### src/rtl/sigma_delta_adc.sv
// Digital half of a first-order sigma-delta ADC: comparator synchroniser, feedback
// flop for the RC integrator, boxcar decimator and a valid/ready sample holding register.
module sigma_delta_adc #(
  parameter int MSBI       = 7,
  parameter int DECIM_LOG2 = 8
) (
  input  logic          clk_i,
  input  logic          res_n_i,
  input  logic          en_i,
  input  logic          cmp_i,
  output logic          fb_o,
  output logic [MSBI:0] sample_o,
  output logic          valid_o,
  input  logic          ready_i,
  output logic          overrun_o,
  input  logic          clr_ovr_i
);

  if (DECIM_LOG2 < MSBI + 1) begin : g_bad_params
    $error("sigma_delta_adc: DECIM_LOG2 must be >= MSBI+1");
  end

  localparam int SHIFT = DECIM_LOG2 - MSBI - 1;
  localparam logic [DECIM_LOG2-1:0] CNT_ONE = 1;
  localparam logic [DECIM_LOG2:0]   ACC_ZERO = '0;

  typedef enum logic {
    EMPTY = 1'b0,
    FULL  = 1'b1
  } state_t;

  logic                  cmp_s1_q, cmp_s1_d;
  logic                  cmp_s2_q, cmp_s2_d;
  logic                  fb_q, fb_d;
  logic [DECIM_LOG2:0]   acc_q, acc_d;
  logic [DECIM_LOG2-1:0] win_cnt_q, win_cnt_d;
  logic [MSBI:0]         sample_q, sample_d;
  state_t                state_q, state_d;
  logic                  ovr_q, ovr_d;

  logic                  win_end;
  logic [DECIM_LOG2:0]   total;
  logic [DECIM_LOG2:0]   shifted;
  logic [MSBI:0]         code;

  // A full window of ones (2^DECIM_LOG2) lands one bit above the output range and saturates.
  assign win_end = en_i && (win_cnt_q == '1);
  assign total   = acc_q + {ACC_ZERO[DECIM_LOG2:1], fb_q};
  assign shifted = total >> SHIFT;
  assign code    = (|shifted[DECIM_LOG2:MSBI+1]) ? '1 : shifted[MSBI:0];

  always_comb begin
    cmp_s1_d  = cmp_i;
    cmp_s2_d  = cmp_s1_q;
    fb_d      = cmp_s2_q;
    acc_d     = '0;
    win_cnt_d = '0;
    if (en_i) begin
      win_cnt_d = win_cnt_q + CNT_ONE;
      acc_d     = win_end ? '0 : total;
    end
  end

  always_comb begin
    sample_d = sample_q;
    state_d  = state_q;
    ovr_d    = ovr_q && !clr_ovr_i;
    case (state_q)
      EMPTY: begin
        if (win_end) begin
          sample_d = code;
          state_d  = FULL;
        end
      end
      FULL: begin
        if (win_end) begin
          // A consumer taking the old sample on the same edge frees the slot for the new one.
          if (ready_i) sample_d = code;
          else         ovr_d    = 1'b1;
        end else if (ready_i) begin
          state_d = EMPTY;
        end
      end
      default: state_d = EMPTY;
    endcase
  end

  always_ff @(posedge clk_i or negedge res_n_i) begin
    if (!res_n_i) begin
      cmp_s1_q  <= 1'b0;
      cmp_s2_q  <= 1'b0;
      fb_q      <= 1'b0;
      acc_q     <= '0;
      win_cnt_q <= '0;
      sample_q  <= '0;
      state_q   <= EMPTY;
      ovr_q     <= 1'b0;
    end else begin
      cmp_s1_q  <= cmp_s1_d;
      cmp_s2_q  <= cmp_s2_d;
      fb_q      <= fb_d;
      acc_q     <= acc_d;
      win_cnt_q <= win_cnt_d;
      sample_q  <= sample_d;
      state_q   <= state_d;
      ovr_q     <= ovr_d;
    end
  end

  assign fb_o      = fb_q;
  assign sample_o  = sample_q;
  assign valid_o   = (state_q == FULL);
  assign overrun_o = ovr_q;

endmodule

### config.mk
export PLATFORM = sky130hd
export DESIGN_NAME = sigma_delta_adc
export DESIGN_NICKNAME = d
export VERILOG_FILES = /design/src/rtl/sigma_delta_adc.sv
export SDC_FILE = /design/constraint.sdc
export NUM_CORES = 1
export LEC_CHECK = 0
export ABC_AREA = 1
export BUFFER_PORTS_ARGS = -buffer_cell sky130_fd_sc_hd__buf_2
export CORE_MARGIN = 2
export CORE_UTILIZATION = 45
export DETAILED_ROUTE_END_ITERATION = 7
export GPL_TIMING_DRIVEN = 0
export REMOVE_ABC_BUFFERS = 1
export SLEW_MARGIN = 0
export SYNTH_ARGS = -nofsm -noshare
export SYNTH_HDL_FRONTEND = slang
export SYNTH_SLANG_ARGS = --single-unit
### constraint.sdc
create_clock -name clk_i -period 1.8 [get_ports clk_i]
set_clock_uncertainty 0.05 [all_clocks]
set_input_delay 0.09 -clock clk_i [delete_from_list [all_inputs] [get_ports clk_i]]
set_output_delay 0.09 -clock clk_i [all_outputs]
set_load 0.02 [all_outputs]
### After elaboration in Yosys (flattened, before gate mapping)

Cells that the tools add are included.

| operators by class | value |
|---|---|
| reduce and logical (&&, ||, !) cells | 4 |
| $add $sub $neg | 2 |
| bitwise gates (word level) | 1 |
| equal/unequal tests | 4 |
| multiplexer cells | 15 |

Operators with widths:

| operator | count |
|---|---|
| 2-to-1 mux 8 bit | 5 |
| 2-to-1 mux 9 bit | 2 |
| case mux 8 bit (2 select lines) | 1 |
| adder 9 x 1 -> 9 bit | 1 |
| adder 8 x 1 -> 8 bit (second input constant) | 1 |
| == test 8 bit (second input constant) | 1 |
| 2-to-1 mux 1 bit | 6 |
| != test 2 bit (second input constant) | 2 |
| AND reduction 3 bit | 1 |
| logical AND 1 bit | 2 |
| != test 2 x 1 -> 1 bit (second input constant) | 1 |
| case mux 1 bit (2 select lines) | 1 |
| logical NOT 1 bit | 1 |
| NOT 1 bit | 1 |

| word-level totals | value |
|---|---|
| word-level logic and storage cells | 34 |
| output and inout bits | 11 |
| flip-flop bits (word level) | 30 |

### Longest topological paths before layout

| logic depth | value |
|---|---|
| depth after elaboration | 5 |
| depth in mapped cells | 10 |
| depth with buffers taken out | 10 |

### Worst setup path after synthesis

No wires, ideal clock.

| timing | value |
|---|---|
| path type | reg2reg |
| from | reg fb_q, in the netlist fb_o |
| to | reg sample_q[4], in the netlist sample_o[4] |
| arrival time | 1.376 ns |
| setup time | 0.116 ns |
| period minus slack after synthesis | 1.542 ns |
| path slack | 0.258 ns |
| data required time | 1.634 ns |
| cell stages (with the launch flop) | 11 |
| path buffers | 0 |
| cells stage by stage | dfrtp_1 -> ha_1 -> ha_1 -> nand2_2 -> nor2_4 -> nand2_1 -> nand2_2 -> nand2_4 -> nand2_1 -> nand2_1 -> nand2_1 |

| on the way | value |
|---|---|
| word-level cells in the longest chain between the ends | 5 |
| elaborated cells between the ends (all ways) | 6 |
| those cells by class | add/sub: 1; mux: 5 |

RTL lines:

| element | line | text |
|---|---|---|
| start: declaration | 34 | `logic fb_q, fb_d;` |
| start signal: assignment | 92 | `fb_q <= 1'b0;` |
| start signal: assignment | 101 | `fb_q <= fb_d;` |
| adder 9 x 1 -> 9 bit * | 48 | `assign total = acc_q + {ACC_ZERO[DECIM_LOG2:1], fb_q};` |
| 2-to-1 mux 8 bit * | 50 | `assign code = (\|shifted[DECIM_LOG2:MSBI+1]) ? '1 : shifted[MSBI:0];` |
| 2-to-1 mux 8 bit | 78 | `if (ready_i) sample_d = code;` |
| 2-to-1 mux 8 bit | 76 | `if (win_end) begin` |
| case mux 8 bit (2 select lines) * | 68 | `case (state_q)` |
| end signal: assignment | 104 | `sample_q <= sample_d;` |
| end: declaration | 37 | `logic [MSBI:0] sample_q, sample_d;` |

Mark *: on every way between the ends. The rest lies on a longest branch, timed or not. The select of a mux whose other input is x is not followed.
A chain may end at the register's enable or synchronous reset.

### Worst setup path in the final report

| timing | value |
|---|---|
| from | reg fb_q, in the netlist fb_o |
| to | reg sample_q[6], in the netlist sample_o[6] |

Same word-level chain as after synthesis.

==> results.toml <==
[routing]
viasPerCell = 4.68
drtAntennaViolNets = 0
wl_per_cell_um = 11.0
vias = 1016
drtPass1Iterations = 4
drc = 0
wl_mm = 2.38
drt-initial-drc-count = 20

[grt]
grt_first_pass_wirelength_mm = 4.18
antenna_found_initial = 0
grt_pass1_vias = 972
grt_start_max_net_pins = 31
grt.total_usage_pct = 16.3
grt.overflow.total = 0

[pwr]
clkPwrFrac_pct = 39.3
combPwrFrac_pct = 4.8
ir_drop_mv = 0.384
p_switching_mw = 0.269
cellInternalPower_mw = 0.975
seqPwrFrac_pct = 55.9
netSwitchingFraction_pct = 21.7
powerDensity_mw_per_mm2 = 771
leakage_nw = 0.856

[floorplanning]
num_rows = 20
core_mm2 = 0.00300
start_util_pct = 46.2
pin_count = 17
fp.dieW_um = 59.5
dieArea_mm2 = 0.00354
die_h_um = 59.5

[clock_network]
cts_buffer_depth = 2
cts_hold_buf = 3
cts_made_buffers = 5
post_cts_resized = 0
cts.reportedPaths.clkPinSlew_ns = 0.09
cts_sinks = 30
cts_max_level = 2
clockRootBuffer = "clkbuf_4"
insertion_delay_ns = 0.33
cts_tree = "yes"
post_cts_buffers = 0

[yosys]
syn_area_mm2 = 0.00139
synth_warnings = 0
syn-instance-count = 158
synth_top_area_share_pct = 54.1
synth_cell_type_count = 20
avgSynthCellArea_um2 = 8.78
synth_seq_cells = 30
synth_area_leader_cell = "dfrtp_1"
yosysSeqAreaShare_pct = 54.1
synth_area_leaders = "dfrtp_1 54%, nand2_1 15%, nor2_1 5.7%"

[timing]
worst_pin_slew_ns = 0.657
setup_viol_count_final = 0
min_period_ns = 1.55
relSlewSlack_pct = 56.2
rsz0062_at_grt = "no"
finalHoldViolations = 0
tns_ns = 0
maxClockFrequency_mhz = 645
post-route-period-util_pct = 86.1
drv_slew = 0

[cells_and_area]
synthToLayoutAreaGrowth_pct = 16.2
nNetsFinal = 193
fin_util_pct = 53.7
drive_gt1_share_pct = 19.6
stdcell_area_mm2 = 0.00161
diodes = 0

[critical_path]
start_kind = "flop"
cp-end-kind = "flop"
worstPathRequired_ns = 1.97
cp_max_fo = 9
critPathArrivalTime_ns = 1.72
crit_type = "flop to flop"

[placed_design]
place_congestion = 0.800
dpl_cell_area_mm2 = 0.00150
dpl.hpwl_mm = 1.71
portBuffers = 16

[outcome]
status = "finished, final reports clean"

[min_path]
hp-class = "primary input to flop"

[job]
maxCapViolCount = 0
[power groups by stage]
stage | combinational, mW | clock [mW] | sequential, mW
final | 0.0601 | 0.489 | 0.695
after global placement | 0.0553 | 0 | 0.708
after CTS | 0.0622 | 0.509 | 0.695
after detailed placement | 0.0567 | 0 | 0.709
after floorplan | 0.0267 | 0 | 0.708
after global routing | 0.0721 | 0.538 | 0.698
[stage by stage]
step | setup WS (ns) | hold slack (ns) | power, mW | instances
5_1_grt | 0.112 | 0.0470 | 1.31 | 217
4_1_cts | 0.214 | 0.0198 | 1.27 | 217
2_1_floorplan | 0.258 | -0.256 | 0.735 | 157
6_report | 0.250 | 0.0326 | 1.24 | 217
3_5_place_dp | 0.230 | 0.110 | 0.765 | 206
3_3_place_gp | 0.256 | 0.103 | 0.763 | 206
[final timing paths]
| kind | start | endpoint | slack (ns) | cells past startpoint |
|---|---|---|---|---|
| worst min register to register | cmp_s2_q | fb_o | 0.30 | 0 |
| worst min-delay path | en_i | win_cnt_q[0] | 0.03 | 3 |
| min in group asynchronous | res_n_i | valid_o | 0.27 | 2 |
| max in group asynchronous | res_n_i | win_cnt_q[0] | 1.00 | 2 |
| worst max-delay path | fb_o | sample_o[6] | 0.25 | 10 |
| worst max register to register | fb_o | sample_o[6] | 0.25 | 10 |
[critical path, cell delays in order, from the launching register on]
cell and delay, ns:
dfrtp_1 0.42, ha_1 0.21, ha_1 0.21, nand2_2 0.12, nor2_4 0.05, nand2_1 0.07, nand2_2 0.06, nand2_4 0.10
nand2_1 0.06, nand2_1 0.05, nand2_1 0.05
[cells by family (layout without fill, tap and decap cells)]
| kind of cell | count (synthesis) | count (layout) | share of synthesized area, % |
|---|---|---|---|
| simple gates | 94 | 94 | 31.2 |
| xor+xnor | 3 | 3 | 1.89 |
| compound gates | 11 | 11 | 4.42 |
| flops | 30 | 30 | 54.1 |
| fa+ha+maj | 4 | 4 | 3.61 |
| buf+inv | 16 | 42 | 4.78 |
[cell type report]
type	instances	area, um^2
clock buffer	8	78.8
fill	302	1390
inverter	15	61.3
multi-input combinational	112	571
sequential	30	751
tap	33	41.3
timing repair buffer	19	110
[per-layer routing]
layer	vias to the layer above	track usage, %	part of all wire (%)
li1	539	-	-
met3	5	6.55	3.3
met1	464	18.3	43
met5	-	0	0
met2	8	27.5	52
met4	0	6.67	1.9
[cell usage after synthesis]
cell	n
a21oi_1	5
nor2_1	21
ha_1	4
xor2_1	1
o21bai_1	2
xnor2_1	2
o21ai_0	3
nor2_4	3
nand3_1	7
nand4_4	1
o22ai_1	1
nand2_2	4
nand2_1	54
nor3_1	1
dfrtp_1	30
inv_1	14
clkinv_4	1
nand2_4	1
buf_2	1
nand3_2	2
[cell usage in the layout (no fill, tap or decap), drive strengths merged, types with 2 or more instances in the layout]
cell | Yosys | final
buf | 1 | 16
nor2 | 24 | 24
nand2 | 59 | 59
dlygate4sd3 | 0 | 3
o21bai | 2 | 2
a21oi | 5 | 5
dfrtp | 30 | 30
nand3 | 9 | 9
xnor2 | 2 | 2
clkbuf | 0 | 8
inv | 14 | 14
o21ai | 3 | 3
ha | 4 | 4
[state kept, by name, summed over array words and instances, names as in the netlist]
signal / count
acc_q: 9
fb_o: 1
overrun_o: 1
cmp_s2_q: 1
cmp_s1_q: 1
win_cnt_q: 8
valid_o: 1
sample_o: 8
No activity file was read; power rests on OpenSTA's default activity.
